$ cat src/rtl/fir_out_requant.sv
// fir_out_requant: output requantizer placed after fir_top.
// Decimates the full-precision FIR stream, rounds (half-up) and right-shifts,
// saturates to a signed output sample, and buffers results in a show-ahead
// FIFO behind a valid/ready port. The FIR side never stalls; a push into a
// full FIFO is dropped and flagged on the sticky ovf_o.
//
// Ports:
//   clk, rst            clock, synchronous active-high reset
//   cfg_vld_i           strobe loading cfg_shift_i / cfg_dec_i
//   cfg_shift_i         right-shift amount
//   cfg_dec_i           decimation factor minus 1
//   data_vld_i, data_i  FIR sample stream (no ready)
//   data_vld_o, data_o  FIFO head valid / signed sample
//   data_rdy_i          consumer ready; pop on data_vld_o & data_rdy_i
//   sat_o               head sample was saturated
//   ovf_o               sticky: a sample was dropped on a full FIFO
//   fifo_cnt_o          FIFO occupancy
module fir_out_requant #(
    parameter int unsigned DATA_IN_WIDTH  = 37,
    parameter int unsigned DATA_OUT_WIDTH = 16,
    parameter int unsigned SHIFT_WIDTH    = 5,
    parameter int unsigned DEC_WIDTH      = 4,
    parameter int unsigned FIFO_AW        = 3
) (
    input  logic                      clk,
    input  logic                      rst,
    input  logic                      cfg_vld_i,
    input  logic [SHIFT_WIDTH-1:0]    cfg_shift_i,
    input  logic [DEC_WIDTH-1:0]      cfg_dec_i,
    input  logic                      data_vld_i,
    input  logic [DATA_IN_WIDTH-1:0]  data_i,
    output logic                      data_vld_o,
    input  logic                      data_rdy_i,
    output logic [DATA_OUT_WIDTH-1:0] data_o,
    output logic                      sat_o,
    output logic                      ovf_o,
    output logic [FIFO_AW:0]          fifo_cnt_o
);

    localparam int unsigned S1_W    = DATA_IN_WIDTH + 1;
    localparam int unsigned DEPTH   = 1 << FIFO_AW;
    localparam int unsigned ENTRY_W = DATA_OUT_WIDTH + 1;
    localparam int unsigned CNT_W   = FIFO_AW + 1;

    // Saturation bounds expressed at stage-1 width and at output width.
    localparam logic signed [S1_W-1:0] SAT_HI =
        {{(S1_W-DATA_OUT_WIDTH+1){1'b0}}, {(DATA_OUT_WIDTH-1){1'b1}}};
    localparam logic signed [S1_W-1:0] SAT_LO =
        {{(S1_W-DATA_OUT_WIDTH+1){1'b1}}, {(DATA_OUT_WIDTH-1){1'b0}}};
    localparam logic [DATA_OUT_WIDTH-1:0] OUT_MAX = {1'b0, {(DATA_OUT_WIDTH-1){1'b1}}};
    localparam logic [DATA_OUT_WIDTH-1:0] OUT_MIN = {1'b1, {(DATA_OUT_WIDTH-1){1'b0}}};

    // Configuration and decimation state
    logic [SHIFT_WIDTH-1:0] shift_r;
    logic [DEC_WIDTH-1:0]   dec_r;
    logic [DEC_WIDTH-1:0]   dec_cnt;

    // Pipeline registers
    logic                         s1_vld;
    logic signed [S1_W-1:0]       s1_val;
    logic                         s2_vld;
    logic [DATA_OUT_WIDTH-1:0]    s2_data;
    logic                         s2_sat;

    // FIFO storage and pointers
    logic [ENTRY_W-1:0] mem [DEPTH];
    logic [FIFO_AW-1:0] wr_ptr;
    logic [FIFO_AW-1:0] rd_ptr;

    // Combinational helpers
    logic                      keep;
    logic signed [S1_W-1:0]    ext;
    logic signed [S1_W-1:0]    rnd;
    logic signed [S1_W-1:0]    sum;
    logic                      sat_hi;
    logic                      sat_lo;
    logic                      full;
    logic                      pop;
    logic                      accept;
    logic                      drop;
    logic [FIFO_AW-1:0]        rd_nxt;
    logic [CNT_W-1:0]          cnt_nxt;
    logic [ENTRY_W-1:0]        push_word;
    logic [ENTRY_W-1:0]        head_nxt;

    // Keep only the first sample of each decimation group.
    assign keep = data_vld_i && (dec_cnt == '0);

    // Round-half-up: add 2^(shift-1) before the arithmetic shift.
    always_comb begin
        ext = {data_i[DATA_IN_WIDTH-1], data_i};
        rnd = '0;
        if (shift_r != '0) begin
            rnd = S1_W'(1) << (shift_r - SHIFT_WIDTH'(1));
        end
        sum = ext + rnd;
    end

    assign sat_hi = (s1_val > SAT_HI);
    assign sat_lo = (s1_val < SAT_LO);

    // FIFO control; a push into a full FIFO still succeeds if a pop frees a slot.
    assign full      = (fifo_cnt_o == CNT_W'(DEPTH));
    assign pop       = data_vld_o && data_rdy_i;
    assign accept    = s2_vld && (!full || pop);
    assign drop      = s2_vld && full && !pop;
    assign push_word = {s2_sat, s2_data};
    assign rd_nxt    = pop ? (rd_ptr + FIFO_AW'(1)) : rd_ptr;

    always_comb begin
        cnt_nxt = fifo_cnt_o;
        if (accept && !pop) begin
            cnt_nxt = fifo_cnt_o + CNT_W'(1);
        end else if (pop && !accept) begin
            cnt_nxt = fifo_cnt_o - CNT_W'(1);
        end
    end

    // Next head: the entry being written bypasses memory when it becomes head.
    always_comb begin
        head_nxt = mem[rd_nxt];
        if (accept && (wr_ptr == rd_nxt)) begin
            head_nxt = push_word;
        end
    end

    // Control, pipeline and output registers
    always_ff @(posedge clk) begin
        if (rst) begin
            shift_r    <= '0;
            dec_r      <= '0;
            dec_cnt    <= '0;
            s1_vld     <= 1'b0;
            s1_val     <= '0;
            s2_vld     <= 1'b0;
            s2_data    <= '0;
            s2_sat     <= 1'b0;
            wr_ptr     <= '0;
            rd_ptr     <= '0;
            fifo_cnt_o <= '0;
            data_vld_o <= 1'b0;
            data_o     <= '0;
            sat_o      <= 1'b0;
            ovf_o      <= 1'b0;
        end else begin
            // A sample coinciding with cfg_vld_i uses the old config.
            if (cfg_vld_i) begin
                shift_r <= cfg_shift_i;
                dec_r   <= cfg_dec_i;
                dec_cnt <= '0;
            end else if (data_vld_i) begin
                dec_cnt <= (dec_cnt == dec_r) ? '0 : (dec_cnt + DEC_WIDTH'(1));
            end

            s1_vld <= keep;
            if (keep) begin
                s1_val <= sum >>> shift_r;
            end

            s2_vld <= s1_vld;
            if (s1_vld) begin
                s2_sat  <= sat_hi || sat_lo;
                s2_data <= sat_hi ? OUT_MAX :
                           sat_lo ? OUT_MIN : s1_val[DATA_OUT_WIDTH-1:0];
            end

            if (accept) begin
                wr_ptr <= wr_ptr + FIFO_AW'(1);
            end
            rd_ptr     <= rd_nxt;
            fifo_cnt_o <= cnt_nxt;
            data_vld_o <= (cnt_nxt != '0);
            // Head holds its last value while the FIFO is empty.
            if (cnt_nxt != '0) begin
                data_o <= head_nxt[DATA_OUT_WIDTH-1:0];
                sat_o  <= head_nxt[DATA_OUT_WIDTH];
            end

            // Config clear wins over a same-cycle drop.
            if (cfg_vld_i) begin
                ovf_o <= 1'b0;
            end else if (drop) begin
                ovf_o <= 1'b1;
            end
        end
    end

    // FIFO storage (no reset needed; occupancy qualifies contents)
    always_ff @(posedge clk) begin
        if (accept && !rst) begin
            mem[wr_ptr] <= push_word;
        end
    end

endmodule

$ cat config.mk
export PLATFORM = sky130hd
export DESIGN_NAME = fir_out_requant
export DESIGN_NICKNAME = d
export VERILOG_FILES = /design/src/rtl/fir_out_requant.sv
export SDC_FILE = /design/constraint.sdc
export NUM_CORES = 1
export LEC_CHECK = 0
export CAP_MARGIN = 30
export CORE_MARGIN = 10
export CORE_UTILIZATION = 40
export DETAILED_ROUTE_END_ITERATION = 10
export DONT_BUFFER_PORTS = 1
export SLEW_MARGIN = 20
export SYNTH_ARGS = -nofsm -noshare
export SYNTH_HDL_FRONTEND = slang
export SYNTH_SLANG_ARGS = --single-unit
$ cat constraint.sdc
create_clock -name clk -period 10.2 [get_ports clk]
set_input_delay 0.51 -clock clk [delete_from_list [all_inputs] [get_ports clk]]
set_output_delay 0.51 -clock clk [all_outputs]
set_load 0.02 [all_outputs]
==> out/qor.yml, run 1 <==
pwr:
  max-vdd-ir-drop_v: 0.000151
  clkPwrFrac_pct: 31.4
  seq_power_share_pct: 44.1
  swShare_pct: 32.5
  combPwrFrac_pct: 24.5
  p_per_area_mw_per_mm2: 172
  intPower_mw: 1.82
  p_leak_nw: 5.80
  netSwitchingPower_mw: 0.876
logic_synthesis:
  synthAdderAreaFrac_pct: 3.49
  synth_xor_area_share_pct: 2.69
  synth_top_family_by_area: "compound AO/OA/AOI/OAI gates"
  yosysMostFrequentCell: "nor2_1"
  synth-async-reset-ratio_pct: 0
  synth.area.top_cells: "edfxtp_1 (28%), dfxtp_1 (14%), mux4_2 (7.6%), nor2_1 (5.3%), nand2_1 (3.6%)"
  synth_compound_area_share_pct: 19.7
  synth_top_area_cell: "edfxtp_1"
  ys_seq_elements: 235
  synth_ff_type: "edfxtp_1"
  synthesis.area_mm2: 0.0146
  syn_inst: 1489
  ys.warnings.count: 0
  ys_types: 107
  synth_edf_count: 136
  synthMuxAreaShare_pct: 11.7
  synth_seq_area_share_pct: 41.7
  syn_nets: 1580
  syn_avg_cell_area_um2: 9.78
  ys_top_cells_by_count: "nor2_1 (205), nand2_1 (140), edfxtp_1 (136)"
  synth_top_area_share_pct: 28.1
  synthSimpleGateAreaFrac_pct: 17.2
drt:
  wl_um: 43400
  antenna_left: 0
  drtPass1Iterations: 7
  wl_per_cell_um: 22.6
  drt-initial-drc-count: 1268
  vias_per_cell: 6.22
  num_vias: 11900
  drc: 0
global_routing:
  antenna_found_initial: 1
  grtUsageTotal_pct: 19.2
  overflow: 0
  grt_max_degree: 89
  grt_pass1_vias: 11900
  grt_pass1_wl_um: 68700
cts:
  h-tree-depth: 1
  path_clk_slew_ns: 0.08
  cts-buffers-inserted: 25
  clk_latency_ns: 0.53
  cts_tree: "yes"
  cts_resized: 0
  cts_num_sinks: 235
  cts_root_buf: "clkbuf_16"
  cts_setup_buffers: 0
  clk_path_buf_depth: 3
  cts-hold-fix-buffers: 0
placement:
  place_inst: 1874
  hpwl_um: 30600
  place_area_mm2: 0.0150
  port_buffers: 0
  post-place-ws_ns: 4.75
  place.gp.congestion: 0.957
sta:
  fin_worst_skew_ns: 0.0268
  setup_violations: 0
  timing.final.crit_period_ns: 5.63
  fin_ws_ns: 4.57
  fin_crit_sh_pct: 55.2
  relSlewSlack_pct: 41.9
  rsz0062_at_grt: "no"
  fin_setup_tns_ns: 0
  holdWs_ns: 0.0726
  tightestPinTransition_ns: 0.860
  fmax_mhz: 178
  drv_slew: 0
  finalHoldViolations: 0
die:
  start_util_pct: 40.7
  die_area_mm2: 0.0444
  core_mm2: 0.0357
  fp.dieW_um: 211
  io-pin-count: 74
  std_cell_rows: 69
  die_h_um: 211
worst_setup_path:
  r2r-end: "s1_val[28]$_SDFFE_PP0P_"
  rr_worst_depth: 15
  crit_path_start: "shift_r[2]$_SDFFE_PP0P_"
  worstSetupStartpointType: "flop"
  cp_slowest_cell: "nand2_1"
  worst_path_largest_cell_delay_ns: 0.73
  r2r_start: "shift_r[2]$_SDFFE_PP0P_"
  path_depth: 15
  path_max_fanout: 37
  reg2reg_slack_ns: 4.57
  cp_top_family: "compound AO/OA/AOI/OAI gates"
  endpoint: "s1_val[28]$_SDFFE_PP0P_"
  crit_buf_inv: 1
  cp.arrival_ns: 6.03
  path_class: "flop to flop"
  required_ns: 10.60
  endpoint_kind: "flop"
  crit_path_cell_trace: "inv_2 > nand2_1 > nor3_1 > ha_1 > fa_1 > a211oi_2 > o211ai_4 > a31oi_2 > a211oi_1 > nor2_2 > xnor2_1 > a2111o_1 > and2_4 > or4_1 > a32o_1"
outcome:
  status: "finished clean"
finish:
  nNetsFinal: 1531
  drive_gt1_share_pct: 12.4
  finish.instance_area_mm2: 0.0157
  num_antenna_cells: 0
  area_growth_pct: 8.01
  fin_cells: 1920
min_path:
  min_path_type: "input port to flop"
job:
  drv_cap: 0
sequential cells by signal, summed over array words and instances, names as in the netlist, 3 cells and up:
signal / count
fifo_cnt_o: 4
s2_data: 16
mem: 136
dec_r: 4
s1_val: 38
dec_cnt: 4
rd_ptr: 3
shift_r: 5
wr_ptr: 3
data_o: 16
metal layers:
metal / GRT usage [%] / up-vias / wire length [µm]
met5: 0 / - / 13
met4: 6.34 / 2 / 1220
met3: 3.55 / 86 / 3100
met2: 31.3 / 463 / 20200
met1: 25.3 / 5827 / 18800
li1: - / 5571 / -
power groups by stage:
stage	Clock (mW)	Sequential [mW]	Combinational (mW)
3_5_place_dp	0	1.21	0.662
3_3_place_gp	0	1.21	0.655
4_1_cts	0.867	1.19	0.665
6_report	0.847	1.19	0.663
2_1_floorplan	0	1.18	0.519
5_1_grt	0.909	1.20	0.739
layout by cell type, fill, tap and decap left out, types with 24 or more instances in the layout:
| cell | instances |
|---|---|
| inv_1 | 24 |
| a21oi_1 | 88 |
| a211oi_1 | 35 |
| nor2_1 | 205 |
| o211ai_1 | 37 |
| clkbuf_16 | 25 |
| nand3_1 | 40 |
| edfxtp_1 | 136 |
| mux4_2 | 49 |
| o21ai_0 | 46 |
| dfxtp_1 | 99 |
| nand2_1 | 140 |
| buf_4 | 26 |
| nor3_1 | 41 |
| mux2i_1 | 50 |
| ha_1 | 39 |
metrics by stage:
step                util [%]  power, mW
CTS                     44.0       2.72
floorplan                  -       1.70
global route            44.0       2.85
global placement        41.8       1.86
detailed placement      41.9       1.87
finish                  44.0       2.70
cell type report:
| type | instances | area (µm²) |
|---|---|---|
| clock buffer | 38 | 704 |
| tap | 461 | 577 |
| inverter | 26 | 97.6 |
| sequential | 235 | 6070 |
| fill | 3428 | 20000 |
| clock inverter | 8 | 48.8 |
| multi-input combinational | 1126 | 8030 |
| timing repair buffer | 26 | 195 |
how the worst min path moves through the flow:
stage                       startpoint                       end  cells after the start  slack (ns)
2_1_floorplan   s1_val[2]$_SDFFE_PP0P_    s1_val[2]$_SDFFE_PP0P_                      2        0.42
3_3_place_gp   s1_val[14]$_SDFFE_PP0P_  s2_data[14]$_SDFFE_PP0P_                      2        0.45
3_5_place_dp   s1_val[13]$_SDFFE_PP0P_  s2_data[13]$_SDFFE_PP0P_                      2        0.45
4_1_cts                      cfg_vld_i        ovf_o$_SDFFE_PP0P_                      1        0.05
5_1_grt                      cfg_vld_i        ovf_o$_SDFFE_PP0P_                      1        0.04
6_report                     cfg_vld_i        ovf_o$_SDFFE_PP0P_                      1        0.07
cell families (layout without fill, tap and decap cells):
| group | count (synthesis) | in the layout |
|---|---|---|
| simple gates | 540 | 540 |
| compound gates | 394 | 394 |
| flops | 235 | 235 |
| buf+inv | 128 | 98 |
| mux | 108 | 108 |
| xor+xnor | 43 | 43 |
| fa+ha+maj | 40 | 40 |
| other cells | 1 | 1 |
Power figures use the tool's default switching activity.
==> run 2: changes to the inputs <==
==> constraint.sdc (replaced) <==
create_clock -name clk -period 5.05 [get_ports clk]
set_input_delay 0.2525 -clock clk [delete_from_list [all_inputs] [get_ports clk]]
set_output_delay 0.2525 -clock clk [all_outputs]
set_load 0.02 [all_outputs]
==> out/qor.yml, run 2 (synthesis gave the netlist of run 1 again) <==
pwr:
  p_leak_nw: 6.03
  intPower_mw: 3.80
  swShare_pct: 32.0
  netSwitchingPower_mw: 1.79
  combPwrFrac_pct: 24.6
  p_per_area_mw_per_mm2: 346
  max-vdd-ir-drop_v: 0.000220
  seq_power_share_pct: 43.1
  clkPwrFrac_pct: 32.3
drt:
  drt-initial-drc-count: 1304
  wl_um: 44800
  drc: 0
  antenna_left: 0
  vias_per_cell: 6.17
  wl_per_cell_um: 22.9
  drtPass1Iterations: 8
  num_vias: 12100
finish:
  final_cell_mix: "nor2_1 (204), nand2_1 (140), edfxtp_1 (136)"
  finish.instance_area_mm2: 0.0162
  largest_reg_flops: 136
  drive_gt1_share_pct: 14.2
  top_register: "mem"
  area_growth_pct: 11.0
  largestRegisters: "mem x136, s1_val x38"
  multi_input_area_mm2: 0.00805
  fillCellCount: 3464
  final_common_cell: "nor2_1"
  regArea_mm2: 0.00607
  nNetsFinal: 1572
worst_setup_path:
  rr_worst_depth: 15
  endpoint_kind: "flop"
  cp.arrival_ns: 5.24
  required_ns: 5.44
  path_class: "flop to flop"
  worstSetupStartpointType: "flop"
  path_max_fanout: 17
die:
  die_area_mm2: 0.0444
  die_h_um: 211
  core_mm2: 0.0357
  std_cell_rows: 69
  io-pin-count: 74
  start_util_pct: 40.7
  fp.dieW_um: 211
placement:
  place.gp.congestion: 0.975
  port_buffers: 0
  place_area_mm2: 0.0152
  hpwl_um: 32500
global_routing:
  grt_pass1_wl_um: 70300
  overflow: 0
  grt_pass1_vias: 12000
  grtUsageTotal_pct: 19.9
  antenna_found_initial: 1
  grt_max_degree: 82
sta:
  fmax_mhz: 206
  timing.final.crit_period_ns: 4.85
  fin_setup_tns_ns: 0
  relSlewSlack_pct: 36.2
  tightestPinTransition_ns: 0.942
  fin_crit_sh_pct: 96.1
  drv_slew: 0
  setup_violations: 0
  rsz0062_at_grt: "no"
  finalHoldViolations: 0
  fin_worst_skew_ns: 0.0105
min_path:
  min_path_type: "input port to flop"
  holdPathStages: 3
cts:
  clk_path_buf_depth: 3
  path_clk_slew_ns: 0.06
  clk_latency_ns: 0.53
  h-tree-depth: 1
  cts_tree: "yes"
  cts-buffers-inserted: 26
  cts_root_buf: "clkbuf_16"
  cts_num_sinks: 235
job:
  drv_cap: 0
outcome:
  status: "finished clean"
[run 2: metal layers]
layer / vias up / part of all wire [%] / global-route usage (%) / wire length, µm
met1: 5837 / 42 / 25.6 / 19000
met5: - / 0 / 0 / 0
met3: 120 / 7.6 / 3.49 / 3410
met4: 0 / 3.8 / 7.22 / 1700
li1: 5659 / - / - / -
met2: 482 / 46 / 32.9 / 20800
[run 2: per-stage QoR]
step / cells / power [mW] / hold WS (ns) / setup WS [ns] / utilization (%)
global placement: 1898 / 3.78 / 0.333 / 0.187 / 42.4
global route: 1961 / 5.89 / 0.0922 / 0.0235 / 45.2
detailed placement: 1899 / 3.80 / 0.334 / 0.232 / 42.4
CTS: 1961 / 5.62 / 0.0393 / 0.213 / 45.2
finish: 1962 / 5.58 / 0.0642 / 0.198 / 45.2
floorplan: 1489 / 3.44 / 0.400 / 0.510 / -
[run 2: timing repair]
action	in CTS	in global routing
endpoints found under the setup margin	0	10
endpoints found under the hold margin	84	0
buffers inserted	0	0
hold buffers	15	0
gates resized for setup	0	3
[run 2: path summary, 6_finish.rpt]
| path | start | endpoint | slack, ns |
|---|---|---|---|
| hold reg to reg | s1_val[33]$_SDFFE_PP0P_ | s1_val[33]$_SDFFE_PP0P_ | 0.47 |
| setup reg to reg | shift_r[3]$_SDFFE_PP0P_ | s1_val[11]$_SDFFE_PP0P_ | 0.20 |
| hold / removal | rst | s1_val[8]$_SDFFE_PP0P_ | 0.06 |
| setup / recovery | shift_r[3]$_SDFFE_PP0P_ | s1_val[11]$_SDFFE_PP0P_ | 0.20 |
[run 2: power groups by stage]
stage / Combinational (mW) / Sequential [mW] / Clock, mW
after floorplan: 1.05 / 2.39 / 0
after global placement: 1.34 / 2.45 / 0
after detailed placement: 1.35 / 2.45 / 0
after CTS: 1.38 / 2.41 / 1.84
after global routing: 1.54 / 2.43 / 1.92
final: 1.37 / 2.41 / 1.80
[run 2: cell type report]
cell class | count | share of cell area [%]
Antenna cell | 1 | 0.0155
Timing Repair Buffer | 66 | 3.41
Clock inverter | 12 | 0.565
Clock buffer | 35 | 4.49
Sequential cell | 235 | 37.5
Multi-Input combinational cell | 1126 | 49.8
Tap cell | 461 | 3.57
Inverter | 26 | 0.604
[run 2: worst max-delay path, stage by stage, from the launching register on]
cell      delay [ns]
dfxtp_1         0.46
buf_4           0.29
nand3_1         0.40
nor2_1          0.46
ha_1            0.33
nand4_1         0.22
nor2_1          0.35
o211ai_1        0.19
a31o_2          0.29
a21oi_1         0.26
xnor2_2         0.10
buf_4           0.17
a21oi_1         0.37
o41ai_1         0.15
o31ai_1         0.51
a311oi_1        0.16
==> run 3: changes to the inputs <==
--- a/config.mk
+++ b/config.mk
@@ -10,6 +10,7 @@
 export CORE_UTILIZATION = 40
 export DETAILED_ROUTE_END_ITERATION = 10
 export DONT_BUFFER_PORTS = 1
+export MAX_ROUTING_LAYER = met4
 export SLEW_MARGIN = 20
 export SYNTH_ARGS = -nofsm -noshare
 export SYNTH_HDL_FRONTEND = slang
==> out/qor.yml, run 3 (synthesis gave the netlist of run 1 again) <==
pwr:
  clkPwrFrac_pct: 33.3
  intPower_mw: 3.88
  combPwrFrac_pct: 24.2
  p_per_area_mw_per_mm2: 349
  p_total_mw: 5.65
  max-vdd-ir-drop_v: 0.000225
  p_leak_nw: 6.02
  swShare_pct: 31.3
  netSwitchingPower_mw: 1.77
  seq_power_share_pct: 42.5
die:
  die_h_um: 211
  std_cell_rows: 69
  fp.dieW_um: 211
  die_area_mm2: 0.0444
  start_util_pct: 40.7
  io-pin-count: 74
  core_mm2: 0.0357
worst_setup_path:
  cp_top_family: "compound AO/OA/AOI/OAI gates"
  worstSetupStartpointType: "flop"
  path_max_fanout: 30
  worst_path_largest_cell_delay_ns: 0.62
  cp.arrival_ns: 5.23
  r2r-end: "s1_val[18]$_SDFFE_PP0P_"
  reg2reg_slack_ns: 0.25
  crit_path_cell_trace: "inv_1 > buf_6 > nand2_1 > nor2_1 > ha_1 > nand2_1 > o21ai_1 > a21oi_2 > a211oi_1 > nor2_1 > xnor2_1 > o22ai_1 > o32ai_1 > o21ai_1 > a311oi_1"
  rr_worst_depth: 15
  endpoint_kind: "flop"
  required_ns: 5.48
  cp_slowest_cell: "o32ai_1"
  crit_buf_inv: 2
  r2r_start: "shift_r[1]$_SDFFE_PP0P_"
  path_class: "flop to flop"
sta:
  holdWs_ns: 0.0345
  fin_setup_tns_ns: 0
  tightestPinTransition_ns: 0.995
  relSlewSlack_pct: 33.4
  setup_violations: 0
  fmax_mhz: 208
  fin_ws_ns: 0.251
  rsz0062_at_grt: "no"
  finalHoldViolations: 0
  drv_slew: 0
  fin_worst_skew_ns: 0.0272
  fin_crit_sh_pct: 95.0
  timing.final.crit_period_ns: 4.80
cts:
  clk_latency_ns: 0.53
  cts_root_buf: "clkbuf_16"
  path_clk_slew_ns: 0.07
  h-tree-depth: 1
  cts_tree: "yes"
  clk_path_buf_depth: 3
  cts-buffers-inserted: 25
  cts_num_sinks: 235
finish:
  drive_gt1_share_pct: 14.2
  finish.utilization_pct: 45.3
  fillCellCount: 3405
  final_common_cell: "nor2_1"
  largest_reg_flops: 136
  area_growth_pct: 11.1
  final_cell_mix: "nor2_1 (204), nand2_1 (138), edfxtp_1 (136)"
  finish.instance_area_mm2: 0.0162
  top_register: "mem"
  nNetsFinal: 1567
  fin_cells: 1957
  largestRegisters: "mem x136, s1_val x38"
min_path:
  hp-start: "rst"
  holdPathStages: 2
  min_path_type: "input port to flop"
  min_to: "s1_val[17]$_SDFFE_PP0P_"
global_routing:
  grt_pass1_wl_um: 69700
  overflow: 0
  grt_max_degree: 80
  antenna_found_initial: 1
  grt_pass1_vias: 11700
  grtUsageTotal_pct: 20.1
drt:
  drc: 0
  antenna_left: 0
  drt-initial-drc-count: 1171
  wl_um: 44600
  drtPass1Iterations: 6
  vias_per_cell: 6.14
  num_vias: 12000
  wl_per_cell_um: 22.8
placement:
  place_area_mm2: 0.0151
  place.gp.congestion: 1.04
  hpwl_um: 32200
  place_inst: 1897
  port_buffers: 0
  post-place-ws_ns: 0.233
job:
  drv_cap: 0
outcome:
  status: "finished clean"
==> run 3: cell types whose count changed in the layout (fill, tap and decap cells not counted), moves of 2 or more <==
cell,previous run,this run
buf_4,51,48
bufinv_16,1,4
clkbuf_1,6,3
clkbuf_16,27,25
clkinv_1,4,7
clkinv_4,3,0
dlygate4sd3_1,14,12
nand2_1,140,138
nand2_2,1,3
==> run 3: worst reg2reg max path: stages, from the launching register on <==
cell and delay [ns]:
dfxtp_1 0.44, inv_1 0.11, buf_6 0.22, nand2_1 0.41, nor2_1 0.10, ha_1 0.41
nand2_1 0.19, o21ai_1 0.47, a21oi_2 0.24, a211oi_1 0.41, nor2_1 0.10, xnor2_1 0.34
o22ai_1 0.27, o32ai_1 0.62, o21ai_1 0.11, a311oi_1 0.26
==> run 3: layer usage <==
metal,up-vias,part of all wire [%],track usage (%)
met4,0,2.5,4.67
met2,438,47,32.9
met5,-,0,-
met3,95,6.3,2.61
li1,5653,-,-
met1,5836,44,26.1
==> run 3: how the worst max path moves through the flow <==
stage / start / end / cells after the start
2_1_floorplan: shift_r[2]$_SDFFE_PP0P_ / s1_val[28]$_SDFFE_PP0P_ / 18
3_3_place_gp: shift_r[1]$_SDFFE_PP0P_ / s1_val[28]$_SDFFE_PP0P_ / 16
3_5_place_dp: shift_r[1]$_SDFFE_PP0P_ / s1_val[28]$_SDFFE_PP0P_ / 16
4_1_cts: shift_r[1]$_SDFFE_PP0P_ / s1_val[28]$_SDFFE_PP0P_ / 16
5_1_grt: shift_r[1]$_SDFFE_PP0P_ / s1_val[10]$_SDFFE_PP0P_ / 16
6_report: shift_r[1]$_SDFFE_PP0P_ / s1_val[18]$_SDFFE_PP0P_ / 15
==> run 3: layout make-up <==
cell class | count | area (µm²) | area share, %
Antenna cell | 1 | 2.50 | 0.0155
Clock buffer | 30 | 664 | 4.11
Clock inverter | 16 | 189 | 1.17
Inverter | 26 | 97.6 | 0.603
Multi-Input combinational cell | 1126 | 8060 | 49.8
Sequential cell | 235 | 6070 | 37.5
Tap cell | 461 | 577 | 3.57
Timing Repair Buffer | 62 | 519 | 3.21
==> run 3: power groups by stage <==
stage | logic (mW) | registers, mW | clock network (mW)
floorplan | 1.05 | 2.39 | 0
global placement | 1.34 | 2.45 | 0
CTS | 1.37 | 2.41 | 1.92
detailed placement | 1.34 | 2.45 | 0
finish | 1.37 | 2.40 | 1.88
global route | 1.52 | 2.43 | 1.99
==> run 3: timing repair <==
| action | 4_1_cts | 5_1_grt |
|---|---|---|
| hold buffers | 13 | 0 |
| gates resized for setup | 0 | 7 |
| hold endpoints to repair | 82 | 0 |
| setup endpoints to repair | 0 | 18 |
| setup buffers | 0 | 0 |
